### src/rtl/conv_clk_gray_ff_ctrl.sv
`default_nettype none
// ============================================================================
// Module   : conv_clk_gray_ff_ctrl
// Purpose  : Pointer/flag controller for a RAM-based FIFO. Gray-coded
//            pointers cross between the write and read views through
//            2-flop pipelines, so flag latency matches the dual-clock
//            FIFO wrapper even though everything runs on one clock.
// Options  : GRAYFF_ERRCHK_EN adds fifowrerr/fiforderr misuse outputs.
// Revision : 1.0 - initial release
// ============================================================================
module conv_clk_gray_ff_ctrl #(
  parameter int ADD = 7,    // address width, RAM depth 2**ADD
  parameter int LEN = 128   // full threshold, 1..2**ADD
) (
  input  logic           clk,
  input  logic           rst,
  input  logic           fifowr,
  input  logic           fiford,
  input  logic           fifoflush,
  output logic           oflushwr,
  output logic           oflushrd,
  output logic           fifofull,
  output logic           half_full,
  output logic           fifonemp,
  output logic [ADD:0]   rdfifolen,
  output logic [ADD:0]   wrfifolen,
  output logic           write,
  output logic [ADD-1:0] wraddr,
  output logic           read,
  output logic [ADD-1:0] rdaddr
`ifdef GRAYFF_ERRCHK_EN
  ,
  output logic           fifowrerr,
  output logic           fiforderr
`endif
);

  localparam logic [ADD:0] FULL_LVL = (ADD+1)'(LEN);
  localparam logic [ADD:0] HALF_LVL = (ADD+1)'(LEN / 2);

  function automatic logic [ADD:0] bin2gray(input logic [ADD:0] b);
    return b ^ (b >> 1);
  endfunction

  function automatic logic [ADD:0] gray2bin(input logic [ADD:0] g);
    logic [ADD:0] b;
    b[ADD] = g[ADD];
    for (int i = ADD - 1; i >= 0; i--) begin
      b[i] = b[i+1] ^ g[i];
    end
    return b;
  endfunction

  // Pointers carry one extra MSB so full and empty are distinguishable
  logic [ADD:0] wrptr, rdptr;
  logic [ADD:0] wrgray, rdgray;
  logic [ADD:0] wrsync1, wrsync2;   // write pointer seen by read side
  logic [ADD:0] rdsync1, rdsync2;   // read pointer seen by write side
  logic         flushq;
  logic [ADD:0] wrptr_inc, rdptr_inc;

  assign wrptr_inc = wrptr + (ADD+1)'(1);
  assign rdptr_inc = rdptr + (ADD+1)'(1);

  // Registered flush request; drives both flush strobes
  always_ff @(posedge clk or posedge rst) begin
    if (rst) begin
      flushq <= 1'b0;
    end else begin
      flushq <= fifoflush;
    end
  end

  // Write pointer, its Gray copy and the read-pointer sync stages
  always_ff @(posedge clk or posedge rst) begin
    if (rst) begin
      wrptr   <= '0;
      wrgray  <= '0;
      rdsync1 <= '0;
      rdsync2 <= '0;
    end else if (flushq) begin
      wrptr   <= '0;
      wrgray  <= '0;
      rdsync1 <= '0;
      rdsync2 <= '0;
    end else begin
      if (write) begin
        wrptr  <= wrptr_inc;
        wrgray <= bin2gray(wrptr_inc);
      end
      rdsync1 <= rdgray;
      rdsync2 <= rdsync1;
    end
  end

  // Read pointer, its Gray copy and the write-pointer sync stages
  always_ff @(posedge clk or posedge rst) begin
    if (rst) begin
      rdptr   <= '0;
      rdgray  <= '0;
      wrsync1 <= '0;
      wrsync2 <= '0;
    end else if (flushq) begin
      rdptr   <= '0;
      rdgray  <= '0;
      wrsync1 <= '0;
      wrsync2 <= '0;
    end else begin
      if (read) begin
        rdptr  <= rdptr_inc;
        rdgray <= bin2gray(rdptr_inc);
      end
      wrsync1 <= wrgray;
      wrsync2 <= wrsync1;
    end
  end

  // Levels and flags come only from registers; the synced views lag,
  // which keeps full/empty conservative
  always_comb begin
    wrfifolen = wrptr - gray2bin(rdsync2);
    rdfifolen = gray2bin(wrsync2) - rdptr;
    fifofull  = (wrfifolen >= FULL_LVL);
    half_full = (wrfifolen >= HALF_LVL);
    fifonemp  = (rdfifolen != '0);
  end

  assign oflushwr = flushq;
  assign oflushrd = flushq;
  assign write    = fifowr & ~fifofull & ~oflushwr;
  assign read     = fiford & fifonemp & ~oflushrd;
  assign wraddr   = wrptr[ADD-1:0];
  assign rdaddr   = rdptr[ADD-1:0];

`ifdef GRAYFF_ERRCHK_EN
  assign fifowrerr = fifowr & fifofull & ~rst;
  assign fiforderr = fiford & ~fifonemp & ~rst;

`ifndef SYNTHESIS
  // Log every cycle in which the FIFO is misused
  always @(posedge clk) begin
    if (fifowrerr || fiforderr) begin
      $display("conv_clk_gray_ff_ctrl %m: wrerr=%0b rderr=%0b at %0t",
               fifowrerr, fiforderr, $time);
    end
  end
`endif
`endif

endmodule
`default_nettype wire

### config.mk
export PLATFORM = sky130hd
export DESIGN_NAME = conv_clk_gray_ff_ctrl
export DESIGN_NICKNAME = d
export VERILOG_FILES = /design/src/rtl/conv_clk_gray_ff_ctrl.sv
export SDC_FILE = /design/constraint.sdc
export NUM_CORES = 1
export LEC_CHECK = 0
export CAP_MARGIN = 20
export CELL_PAD_IN_SITES_DETAIL_PLACEMENT = 1
export CELL_PAD_IN_SITES_GLOBAL_PLACEMENT = 1
export CORE_ASPECT_RATIO = 0.75
export CORE_MARGIN = 4
export CORE_UTILIZATION = 40
export CTS_BUF_LIST = sky130_fd_sc_hd__clkbuf_8
export DETAILED_ROUTE_END_ITERATION = 10
export PLACE_DENSITY_LB_ADDON = 0.25
export SLEW_MARGIN = 15
export SYNTH_ARGS = -nofsm -noshare
export SYNTH_HDL_FRONTEND = slang
export SYNTH_SLANG_ARGS = --single-unit
### constraint.sdc
create_clock -name clk -period 3.85 [get_ports clk]
set_input_delay 0.385 -clock clk [delete_from_list [all_inputs] [get_ports clk]]
set_output_delay 0.385 -clock clk [all_outputs]
set_load 0.01 [all_outputs]
==> summary.md, run 1 <==
| Metric | Value |
|---|---|
| Status | complete, but fails checks |
| Failing checks | negative setup slack |
| Clk pin slew, worst setup/hold paths | 0.07 ns |
| DIE AREA | 11200 µm² |
| Avg WL per Cell | 21.16 µm |
| Worst-path cell chain | xor2_2 > xor2_2 > xnor2_2 > xnor2_2 > xor2_1 > xnor3_1 > ha_2 > inv_2 > fa_2 > a211oi_4 > buf_6 > nor2_4 > o311ai_4 > a2111oi_4 > buf_4 > a21boi_4 > nor2b_4 > buf_6 |
| Vias in the first global route | 3480 |
| Synth Register Bits | 63 |
| Dpl hpwl | 7197 µm |
| Min-Delay Path Class | reg2reg |
| Gp weighted congestion | 0.8026 |
| Initial Util | 41.56% |
| Avg Inst Size Synth | a little over 10 µm² |
| Worst EP arrival | 4.22 ns |
| Drt first-iter violations | roughly 260 |
| Dpl cells | approximately 570 |
| Clk buf depth | 2 |
| CTS tree | built |
| Largest net degree at the start of global routing | 43 |
| H-tree depth | 3 |
| Via/cell ratio | 5.309 |
| Worst Skew | 0.01002 ns |
| Storage element area | 1578 µm² |
| Crit share post-route | 119.6% |
| Row Count | 30 |
| WL final | 13210 µm |
| Core area | 9196 µm² |
| CP max stage delay | 0.40 ns |
| Mapped Area | 3822 µm² |
| Net Count, Synth | slightly below 400 |
| DR DRC count | 0 |
| Top post-synthesis cells by area | dfrtp_1, nor2b_1, mux2_2 |
| Initial DRT Pass Iterations | 4 |
| Tot GR Track Use | 21.62% |
| Final slew viol count | 0 |
| Relative slew slack | 45.72% |
| ANT cells | 0 |
| Post-synthesis sequential area ratio | 41.24% |
| Share of the synthesized area in the top cell type | 41.24% |
| # nets final | 514 |
| Worst Path Max Fanout | 2 |
| Hold Worst Slack | 0.4654 ns |
| Worst Setup Path Type | reg2out |
| Die height | ~90 µm |
| Yosys warning count | 0 |
| # port buffers | 41 |
| DRT antenna net count | 0 |
| Root buffer cell | clkbuf_8 |
| Total CTS buffers | 9 |
| Die W | 120.9 µm |
| Layout area overhead | 48.51% |
| Cell area power density | between 400 and 500 nW/µm² |
| Leakage | around 2.7 nW |
| Number of max-cap violations | 0 |
| Worst skew pair latency | 0.35 ns |
| Endpoints failing hold | 0 |
| Slew of the pin with the lowest slew margin | 0.8130 ns |
| Worst setup SP type | flip-flop |
| Fmax | 0.2171 GHz |
| Netlist cell types | 52 |
| Setup Viol. Count Final | 26 |
| CP delay by family, top | XOR/XNOR gates |
| Buf/Inv on CP | 4 |
| Via count | 3313 |
| Layout cells sized above 1 | 40.52% |
| Max stage delay cell, worst path | dfrtp_1 |
| Clock sink total | 63 |
| Async S/R FF share, synth | 100.0% |
| First-pass GRT wire length | around 19000 µm |
| Critical Path End Type | output pin |
| Multi-input logic area | around 2600 µm² |
| Worst setup margin | -0.7558 ns |
| Final min period | roughly 4.6 ns |
| Cell count after synthesis | 374 |
| Max IR drop VDD | 0.0002482 V |
| Leading area contributor after synthesis | dfrtp_1 |
| Initial antenna violation count | 0 |
| Gr ovfl total | 0 |
| Fillers | between 900 and 1k |
| WP data required | roughly 3.5 ns |
| Unrepaired setup endpoints after global routing | true |
| Non-Filler Instances | ~620 |
| Ys flop type | dfrtp_1 |
| Post-synth EDFFs | 0 |
| # IOs | 42 |
-- kinds of logic after synthesis --
kind of cell,after synthesis,share of synthesized area [%]
and+or+nand+nor,138,19.05
DFF,63,41.24
AOI/OAI and AO/OA,50,9.231
xor gates and xnor gates,47,11.88
buffers and inverters,30,3.338
muxes,28,8.969
adders and majority gates,18,6.285
-- cell usage in the layout, fill, tap and decap left out, types with 4 or more instances in the layout --
cell and instances:
buf_4 61, xor2_1 11, mux2_4 16, clkbuf_2 4, nor2_1 32, buf_2 5, inv_2 4, a21oi_1 14
xor2_2 8, ha_1 11, xnor2_1 20, buf_6 20, clkdlybuf4s50_1 22, inv_1 14, clkbuf_8 9, dfrtp_1 62
nand2_1 19, mux2_2 10, and3_1 9, xnor2_2 4, nor2b_1 38, nand2b_1 5, nor3_1 6, a21oi_4 8
-- per-stage QoR --
stage / worst slack, ns / area [µm²] / setup TNS (ns) / total power, W / util, %
5_1_grt: -0.9159 / 5677 / -16.96 / 0.002552 / 61.73
6_report: -0.7558 / 5677 / -11.70 / 0.002451 / 61.73
3_3_place_gp: -0.3685 / 4628 / -3.694 / 0.001436 / 50.33
3_5_place_dp: -0.7094 / 4628 / -11.50 / 0.001464 / 50.33
4_1_cts: -0.6204 / 5338 / -6.468 / 0.002275 / 58.04
2_1_floorplan: -0.06532 / 3857 / -0.06532 / 0.001124 / -
-- flip-flops by register name, indices dropped and copies added, names as in the netlist --
| register | cells |
|---|---|
| rdgray | 7 |
| wrsync1 | 8 |
| rdsync2 | 8 |
| rdptr | 8 |
| wrsync2 | 8 |
| oflushrd | 1 |
| wrgray | 7 |
| wrptr | 8 |
| rdsync1 | 8 |
-- cells in the mapped netlist (all sizes together), types with 3 or more instances --
master and number:
xnor2 24, o31ai 3, clkbuf 9, inv 17, mux2 26, o21ai 6
ha 16, nor3 8, nor2 36, nand3 3, and3 10, a21oi 24
dfrtp 63, or4 3, nand2b 6, a21o 3, xor2 21, nor2b 40
buf 4, nand2 21
-- area by class of cell --
class / count / area share, %
Multi-Input combinational cell: 281 / 45.87
Sequential cell: 63 / 27.79
Timing Repair Buffer: 119 / 18.65
Tap cell: 128 / 2.821
Clock buffer: 9 / 2.182
Clock inverter: 7 / 1.565
Inverter: 17 / 1.124
-- power breakdown --
| part | total [W] | leakage (nW) | switching (W) | internal [W] |
|---|---|---|---|---|
| clock network | 0.000636 | 0.106 | 0.000277 | 0.000360 |
| registers | 0.000738 | 0.870 | 0.0000465 | 0.000691 |
| logic | 0.00108 | 1.71 | 0.000496 | 0.000581 |
-- what timing repair did --
action / CTS / global route
buffers inserted: 25 / 25
setup endpoints to repair: 47 / 49
hold endpoints to repair: 0 / 0
hold buffers: 0 / 0
cloned: 1 / 0
resized for setup: 122 / 57
pin swaps: 33 / 24
-- worst reg2reg max path, cell delays in order, from the launching register on --
cell       delay (ns)
dfrtp_1          0.40
xor2_2           0.26
xor2_2           0.24
xnor2_2          0.17
xnor2_2          0.16
xor2_1           0.27
xnor3_1          0.22
ha_2             0.22
inv_2            0.05
fa_2             0.37
buf_4            0.15
buf_6            0.11
xor2_2           0.15
nor3_2           0.20
o21ai_4          0.11
a2111oi_4        0.26
buf_4            0.19
a21boi_4         0.06
buf_4            0.14
buf_6            0.11
buf_6            0.11
buf_8            0.13
mux2_4           0.30
-- routing by layer --
metal  global-route usage [%]  wire length (µm)
met2                    36.48              6782
met3                    5.250               516
met1                    27.58              5720
met4                    6.321               185
met5                        0                 0
-- path summary, 6_finish.rpt --
path                             from  cells past startpoint  slack [ns]          to
setup / recovery           wrsync2[6]                     18       -0.76        read
hold / removal             rdsync1[0]                      1        0.47  rdsync2[0]
setup reg to reg           wrsync2[6]                     22       -0.63   rdgray[5]
hold reg to reg            rdsync1[0]                      1        0.47  rdsync2[0]
max in group asynchronous         rst                      3        2.48    rdptr[3]
min in group asynchronous         rst                      2        0.51    wrptr[1]
Note: power is estimated with default switching activity, not from simulation.
==> inputs of run 2 (changes only) <==
--- a/config.mk
+++ b/config.mk
@@ -14,6 +14,7 @@
 export CTS_BUF_LIST = sky130_fd_sc_hd__clkbuf_8
 export DETAILED_ROUTE_END_ITERATION = 10
 export PLACE_DENSITY_LB_ADDON = 0.25
+export REMOVE_ABC_BUFFERS = 1
 export SLEW_MARGIN = 15
 export SYNTH_ARGS = -nofsm -noshare
 export SYNTH_HDL_FRONTEND = slang
==> run 2 against run 1 <==
  * The run still ends with negative setup slack left
  * Final cell count decreased by 0.96%
  * Largest power group unchanged
  * First-iteration DRC count down 35%
  * Setup slack gained 0.15 ns
  * Design area down 3.0%
  * Register-to-register slack better by 0.38 ns
  * Flip-flop and latch count did not move
  * Via count decreased by 4.3%
  * Global-route usage is 2.1 points lower
  * Combinational power is 10% lower
==> summary.md, run 2 (synthesis results as in run 1) <==
| Metric | Value |
|---|---|
| Crit-path most repeated cell | xor2_2 |
| Clk buf depth | 2 (unchanged) |
| Initial Util | 41.56% (unchanged) |
| Worst Skew | 0.007784 ns (-0.002237 ns) |
| Dpl hpwl | 6973 µm (-3.1%) |
| Sequential power share | 31.6% (+1.5 points) |
| Crit share post-route | 115.8% (-3.8 points) |
| Dpl cells | 571 (+1.1%) |
| Final Util | 59.90% (-1.8 points) |
| # nets final | 508 (-1.2%) |
| First-pass GRT wire length | 17090 µm (-8.8%) |
| Net Sw Power | 0.0007715 W (-5.8%) |
| Switching power share of the total | 33.65% (+0.23 points) |
| Initial antenna violation count | 0 (unchanged) |
| Endpoints failing hold | 0 (unchanged) |
| Gp weighted congestion | 0.7777 (-3.1%) |
| Design Area, Final | 5509 µm² (-3.0%) |
| WL final | 11040 µm (-16%) |
| ANT cells | 0 (unchanged) |
| Failing checks | negative setup slack |
| Worst skew pair latency | 0.35 ns (about the same) |
| Critical Path End Type | output pin |
| CP delay by family, top | XOR/XNOR gates |
| Root buffer cell | clkbuf_8 |
| Via count | 3172 (-4.3%) |
| H-tree depth | 3 (unchanged) |
| Die height | 92.66 µm (unchanged) |
| Most common cell after layout, fill and taps aside | dfrtp_1 |
| Max stage delay cell, worst path | dfrtp_1 |
| Number of max-cap violations | 0 (unchanged) |
| Vias in the first global route | 3455 (-0.72%) |
| Most frequent cells in the layout | dfrtp_1, buf_4, nor2b_1, nor2_1, clkdlybuf4s50_1 |
| Layout area overhead | 44.12% |
| Unrepaired setup endpoints after global routing | true |
| Worst-path cell chain | xor2_2 > xor2_2 > xnor2_2 > xnor2_2 > xor2_2 > xnor3_1 > ha_2 > inv_2 > fa_2 > a211oi_4 > buf_4 > o21ba_4 > o21ai_2 > a2111oi_4 > buf_4 > a21boi_4 > nor2b_1 > buf_2 |
| Tot GR Track Use | 19.48% (-2.1 points) |
| Slew of the pin with the lowest slew margin | 0.9098 ns (+0.09683 ns) |
| Gate power share | 42.3% (-1.6 points) |
| Buf/Inv on CP | 4 (unchanged) |
| Min-Delay Path Class | in2reg |
| DR DRC count | 0 (unchanged) |
| DRT antenna net count | 0 (unchanged) |
| Worst Setup Path Type | reg2out |
| Non-Filler Instances | 618 (-0.96%) |
| CTS tree | built |
| Worst EP arrival | 4.07 ns (-0.15 ns) |
| CP max stage delay | 0.40 ns (about the same) |
| Core area | 9196 µm² (unchanged) |
| Gr ovfl total | 0 (unchanged) |
| Clk pin slew, worst setup/hold paths | 0.08 ns (about the same) |
| CTS Hold Bufs | 0 (unchanged) |
| Final slew viol count | 0 (unchanged) |
| Initial DRT Pass Iterations | 4 (unchanged) |
| Worst setup SP type | flip-flop |
| Setup Viol. Count Final | 25 (-3.8%) |
| Cell area power density | 416.2 nW/µm² (-3.6%) |
| # port buffers | 41 (unchanged) |
| Row Count | 30 (unchanged) |
| Drt first-iter violations | 167 (-35%) |
| Via/cell ratio | 5.133 (-3.3%) |
| Fmax | 0.2243 GHz (+3.3%) |
| Die W | 120.9 µm (unchanged) |
| Largest net degree at the start of global routing | 43 (unchanged) |
| Max IR drop VDD | 0.0001976 V (-20%) |
| Worst Path Max Fanout | 2 (unchanged) |
| Avg WL per Cell | 17.87 µm (-16%) |
| Status | complete, but fails checks |
| Final min period | 4.459 ns (-0.1469 ns) |
| DIE AREA | 11200 µm² (unchanged) |
| Clock sink total | 63 (unchanged) |
| Total CTS buffers | 9 (unchanged) |
| Layout cells sized above 1 | 39.39% (-1.1 points) |
| # IOs | 42 (unchanged) |
| Worst setup margin | -0.6089 ns (+0.1469 ns) |
| Placed cell areas | 4638 µm² (+0.22%) |
| WP data required | 3.46 ns (about the same) |
| Leakage | 2.625 nW (-2.5%) |
| Int Power | 0.001521 W (-6.8%) |
| Hold Worst Slack | 0.4621 ns (-0.003307 ns) |
| Relative slew slack | 39.26% (-6.5 points) |
| Clock group share of total power | 26.1% (about the same) |
[run 2: area by class of cell]
type                       instances  area (µm²)
clock buffer                       9       123.9
tap                              128       160.2
fill                            1003        3687
timing repair buffer             113       980.9
sequential                        63        1578
clock inverter                     7       80.08
multi-input combinational        281        2522
inverter                          17       63.81
[run 2: per-layer routing]
layer / track usage, % / up-vias / share of wire (%)
met3: 4.396 / 18 / 2.3
met1: 25.26 / 1632 / 45
li1: - / 1472 / -
met2: 32.22 / 50 / 50
met5: 0 / - / 0
met4: 6.509 / 0 / 1.8
[run 2: repair_timing]
item                       4_1_cts  5_1_grt
setup endpoints to repair       49       48
buffers inserted                20       14
resized for setup              101       58
pin swaps                       31       35
gates cloned                     0        0
[run 2: worst register-to-register path, stage by stage (launching register included)]
cell and delay, ns:
dfrtp_1 0.40, xor2_2 0.22, xor2_2 0.22, xnor2_2 0.17, xnor2_2 0.18, xor2_2 0.19, xnor3_1 0.16, ha_2 0.19
inv_2 0.04, fa_2 0.37, a211oi_4 0.30, buf_4 0.17, nor2_2 0.06, o311ai_4 0.31, a2111oi_4 0.12, buf_4 0.18
a21boi_4 0.12, buf_4 0.25, mux2_4 0.34
[run 2: power by group through the flow]
stage	sequential, W	combinational [W]	clock (W)
after floorplan	0.000738	0.000356	0
after global placement	0.000733	0.000688	0
after detailed placement	0.000735	0.000713	0
after CTS	0.000725	0.000814	0.000617
after global routing	0.000730	0.00105	0.000648
final	0.000725	0.000971	0.000597
[run 2: worst paths after layout]
check | cells past startpoint | slack (ns) | start | endpoint
max in group asynchronous | 3 | 2.57 | rst | oflushrd
min in group asynchronous | 2 | 0.56 | rst | wrptr[1]
hold reg to reg | 1 | 0.48 | wrsync1[4] | wrsync2[4]
hold / removal | 1 | 0.46 | fifoflush | oflushrd
setup reg to reg | 18 | -0.25 | wrsync2[6] | rdgray[1]
setup / recovery | 18 | -0.61 | wrsync2[6] | read
[run 2: through the flow]
step | total power (W) | worst slack [ns] | TNS (ns)
floorplan | 0.001094 | -0.4786 | -2.733
global placement | 0.001421 | -0.5188 | -6.431
global route | 0.002424 | -0.8516 | -12.45
CTS | 0.002155 | -0.6999 | -7.815
detailed placement | 0.001448 | -0.7322 | -13.04
finish | 0.002293 | -0.6089 | -5.212
==> inputs of run 3 (changes only) <==
--- a/config.mk
+++ b/config.mk
@@ -9,7 +9,7 @@
 export CELL_PAD_IN_SITES_DETAIL_PLACEMENT = 1
 export CELL_PAD_IN_SITES_GLOBAL_PLACEMENT = 1
 export CORE_ASPECT_RATIO = 0.75
-export CORE_MARGIN = 4
+export CORE_MARGIN = 5
 export CORE_UTILIZATION = 40
 export CTS_BUF_LIST = sky130_fd_sc_hd__clkbuf_8
 export DETAILED_ROUTE_END_ITERATION = 10
==> run 3 against run 2 <==
  * The flow still finishes with violations (negative setup slack)
  * Utilization is 0.22 points higher
  * Clock-buffer cell count did not move
  * Total power is 2.2% higher
  * Setup slack worse by 0.021 ns
  * Largest power group unchanged
==> summary.md, run 3 (synthesis results as in run 1) <==
| Metric | Value |
|---|---|
| Status | complete, but fails checks |
| Failing checks | negative setup slack |
| Number of max-cap violations | 0 (unchanged) |
| # nets final | 501 (-1.4%) |
| Crit share post-route | 116.4% (+0.54 points) |
| Fillers | 979 (-2.4%) |
| Avg WL per Cell | 18.52 µm (+3.6%) |
| # port buffers | 41 (unchanged) |
| # IOs | 42 (unchanged) |
| Storage element area | 1578 µm² (unchanged) |
| Critical Path End Type | output pin |
| Vias in the first global route | 3360 (-2.7%) |
| Leakage | 2.616 nW (-0.32%) |
| Clock group share of total power | 27.5% (+1.4 points) |
| Max IR drop VDD | 0.0002750 V (+39%) |
| Net Sw Power | 0.0007829 W (+1.5%) |
| DIE AREA | 11630 µm² (+3.8%) |
| CTS tree | built |
| Hold Worst Slack | 0.4477 ns (-0.01443 ns) |
| WL final | 11310 µm (+2.5%) |
| Clock sink total | 63 (unchanged) |
| DR DRC count | 0 (unchanged) |
| Core area | 9196 µm² (unchanged) |
| Relative slew slack | 42.20% (+2.9 points) |
| Gate power share | 41.7% (-0.6 points) |
| Root buffer cell | clkbuf_8 |
| Unrepaired setup endpoints after global routing | true |
| Gp weighted congestion | 0.7951 (+2.2%) |
| Min-Delay Path Class | in2reg |
| Setup Viol. Count Final | 25 (unchanged) |
| WP data required | 3.46 ns (about the same) |
| Initial DRT Pass Iterations | 4 (unchanged) |
| Dpl hpwl | 6882 µm (-1.3%) |
| Drt first-iter violations | 153 (-8.4%) |
| Dpl ws | -0.7527 ns (-0.02050 ns) |
| Worst Path Max Fanout | 2 (unchanged) |
| Worst EP arrival | 4.09 ns (+0.02 ns) |
| H-tree depth | 3 (unchanged) |
| Via count | 3109 (-2.0%) |
| First-pass GRT wire length | 17400 µm (+1.8%) |
| Initial antenna violation count | 0 (unchanged) |
| Total CTS buffers | 9 (unchanged) |
| Most frequent cells in the layout | dfrtp_1, buf_4, nor2b_1, nor2_1, clkdlybuf4s50_1 |
| Most common cell after layout, fill and taps aside | dfrtp_1 |
| Worst Skew | 0.01161 ns (+0.003824 ns) |
| Non-Filler Instances | 611 (-1.1%) |
| Switching power share of the total | 33.42% (-0.23 points) |
| Die height | 94.66 µm (+2.2%) |
| DRT antenna net count | 0 (unchanged) |
| Worst setup margin | -0.6295 ns (-0.02062 ns) |
| ANT cells | 0 (unchanged) |
| Tot GR Track Use | 19.60% (+0.12 points) |
| Dpl cells | 570 (-0.18%) |
| Sequential power share | 30.8% (-0.8 points) |
| Layout cells sized above 1 | 39.13% (-0.26 points) |
| Slew of the pin with the lowest slew margin | 0.8658 ns (-0.04403 ns) |
| Layout area overhead | 44.65% |
| Int Power | 0.001560 W (+2.5%) |
| Die W | 122.9 µm (+1.7%) |
| Fmax | 0.2232 GHz (-0.46%) |
| Setup TNS | -6.517 ns (-1.306 ns) |
| Clk buf depth | 2 (unchanged) |
| Multi-input logic area | 2590 µm² (+2.7%) |
| Gr ovfl total | 0 (unchanged) |
| Total power | 0.002343 W (+2.2%) |
| Clk pin slew, worst setup/hold paths | 0.08 ns (about the same) |
| Row Count | 30 (unchanged) |
| Worst Setup Path Type | reg2out |
| Initial Util | 41.56% (unchanged) |
| Worst skew pair latency | 0.37 ns (+0.02 ns) |
| Worst setup SP type | flip-flop |
| Via/cell ratio | 5.088 (-0.86%) |
| Cell area power density | 423.8 nW/µm² (+1.8%) |
| Largest net degree at the start of global routing | 40 (-7.0%) |
| Final slew viol count | 0 (unchanged) |
| Final min period | 4.480 ns (+0.02062 ns) |
| Endpoints failing hold | 0 (unchanged) |
-- run 3: path summary, 6_finish.rpt --
kind | from | to | slack [ns] | cells after the start
max | wrsync2[6] | read | -0.63 | 17
min | fifoflush | oflushrd | 0.45 | 1
max reg2reg | wrsync2[6] | rdptr[0] | -0.31 | 18
min reg2reg | wrsync1[2] | wrsync2[2] | 0.47 | 1
min in group asynchronous | rst | wrsync1[0] | 0.52 | 2
max in group asynchronous | rst | oflushrd | 2.45 | 3
-- run 3: timing repair --
item                                    in CTS  in global routing
pin swaps                                   35                 43
endpoints found under the setup margin      45                 47
hold buffers                                 0                  0
gates resized for setup                    127                 50
setup buffers                               24                  9
-- run 3: per-stage QoR --
stage | util [%] | cell area [µm²]
after floorplan | - | 3759
after global placement | 50.35 | 4631
after detailed placement | 50.35 | 4631
after CTS | 56.86 | 5229
after global routing | 60.12 | 5529
final | 60.12 | 5529
-- run 3: metal layers --
layer	vias up	GRT usage [%]	wire (µm)
met5	-	0	0
met4	0	5.685	218
met3	22	5.868	446
met2	51	32.24	5494
met1	1579	25.04	5153
li1	1457	-	-
-- run 3: final cells by class --
class	instances	share of cell area, %
repair buffers	106	16.72
clock buffers	9	2.240
inverters	17	1.154
flip-flops and latches	63	28.54
multi-input cells	281	46.84
well taps	128	2.897
clock inverters	7	1.607
-- run 3: critical path: stages, from the launching register on --
cell and delay [ns]:
dfrtp_1 0.40, xor2_2 0.25, xor2_2 0.25, xnor2_2 0.17, xnor2_2 0.17, xor2_2 0.18
xnor3_1 0.17, ha_2 0.19, inv_2 0.04, fa_2 0.36, a211oi_4 0.31, or4b_4 0.21
o311ai_4 0.10, buf_4 0.17, a2111oi_4 0.36, a21boi_2 0.12, nor2b_4 0.14, buf_6 0.13
-- run 3: power groups by stage --
| stage | clock network, W | registers [W] | logic (W) |
|---|---|---|---|
| after floorplan | 0 | 0.000738 | 0.000356 |
| after global placement | 0 | 0.000732 | 0.000691 |
| after detailed placement | 0 | 0.000732 | 0.000710 |
| after CTS | 0.000657 | 0.000721 | 0.000840 |
| after global routing | 0.000690 | 0.000727 | 0.00104 |
| final | 0.000644 | 0.000722 | 0.000976 |
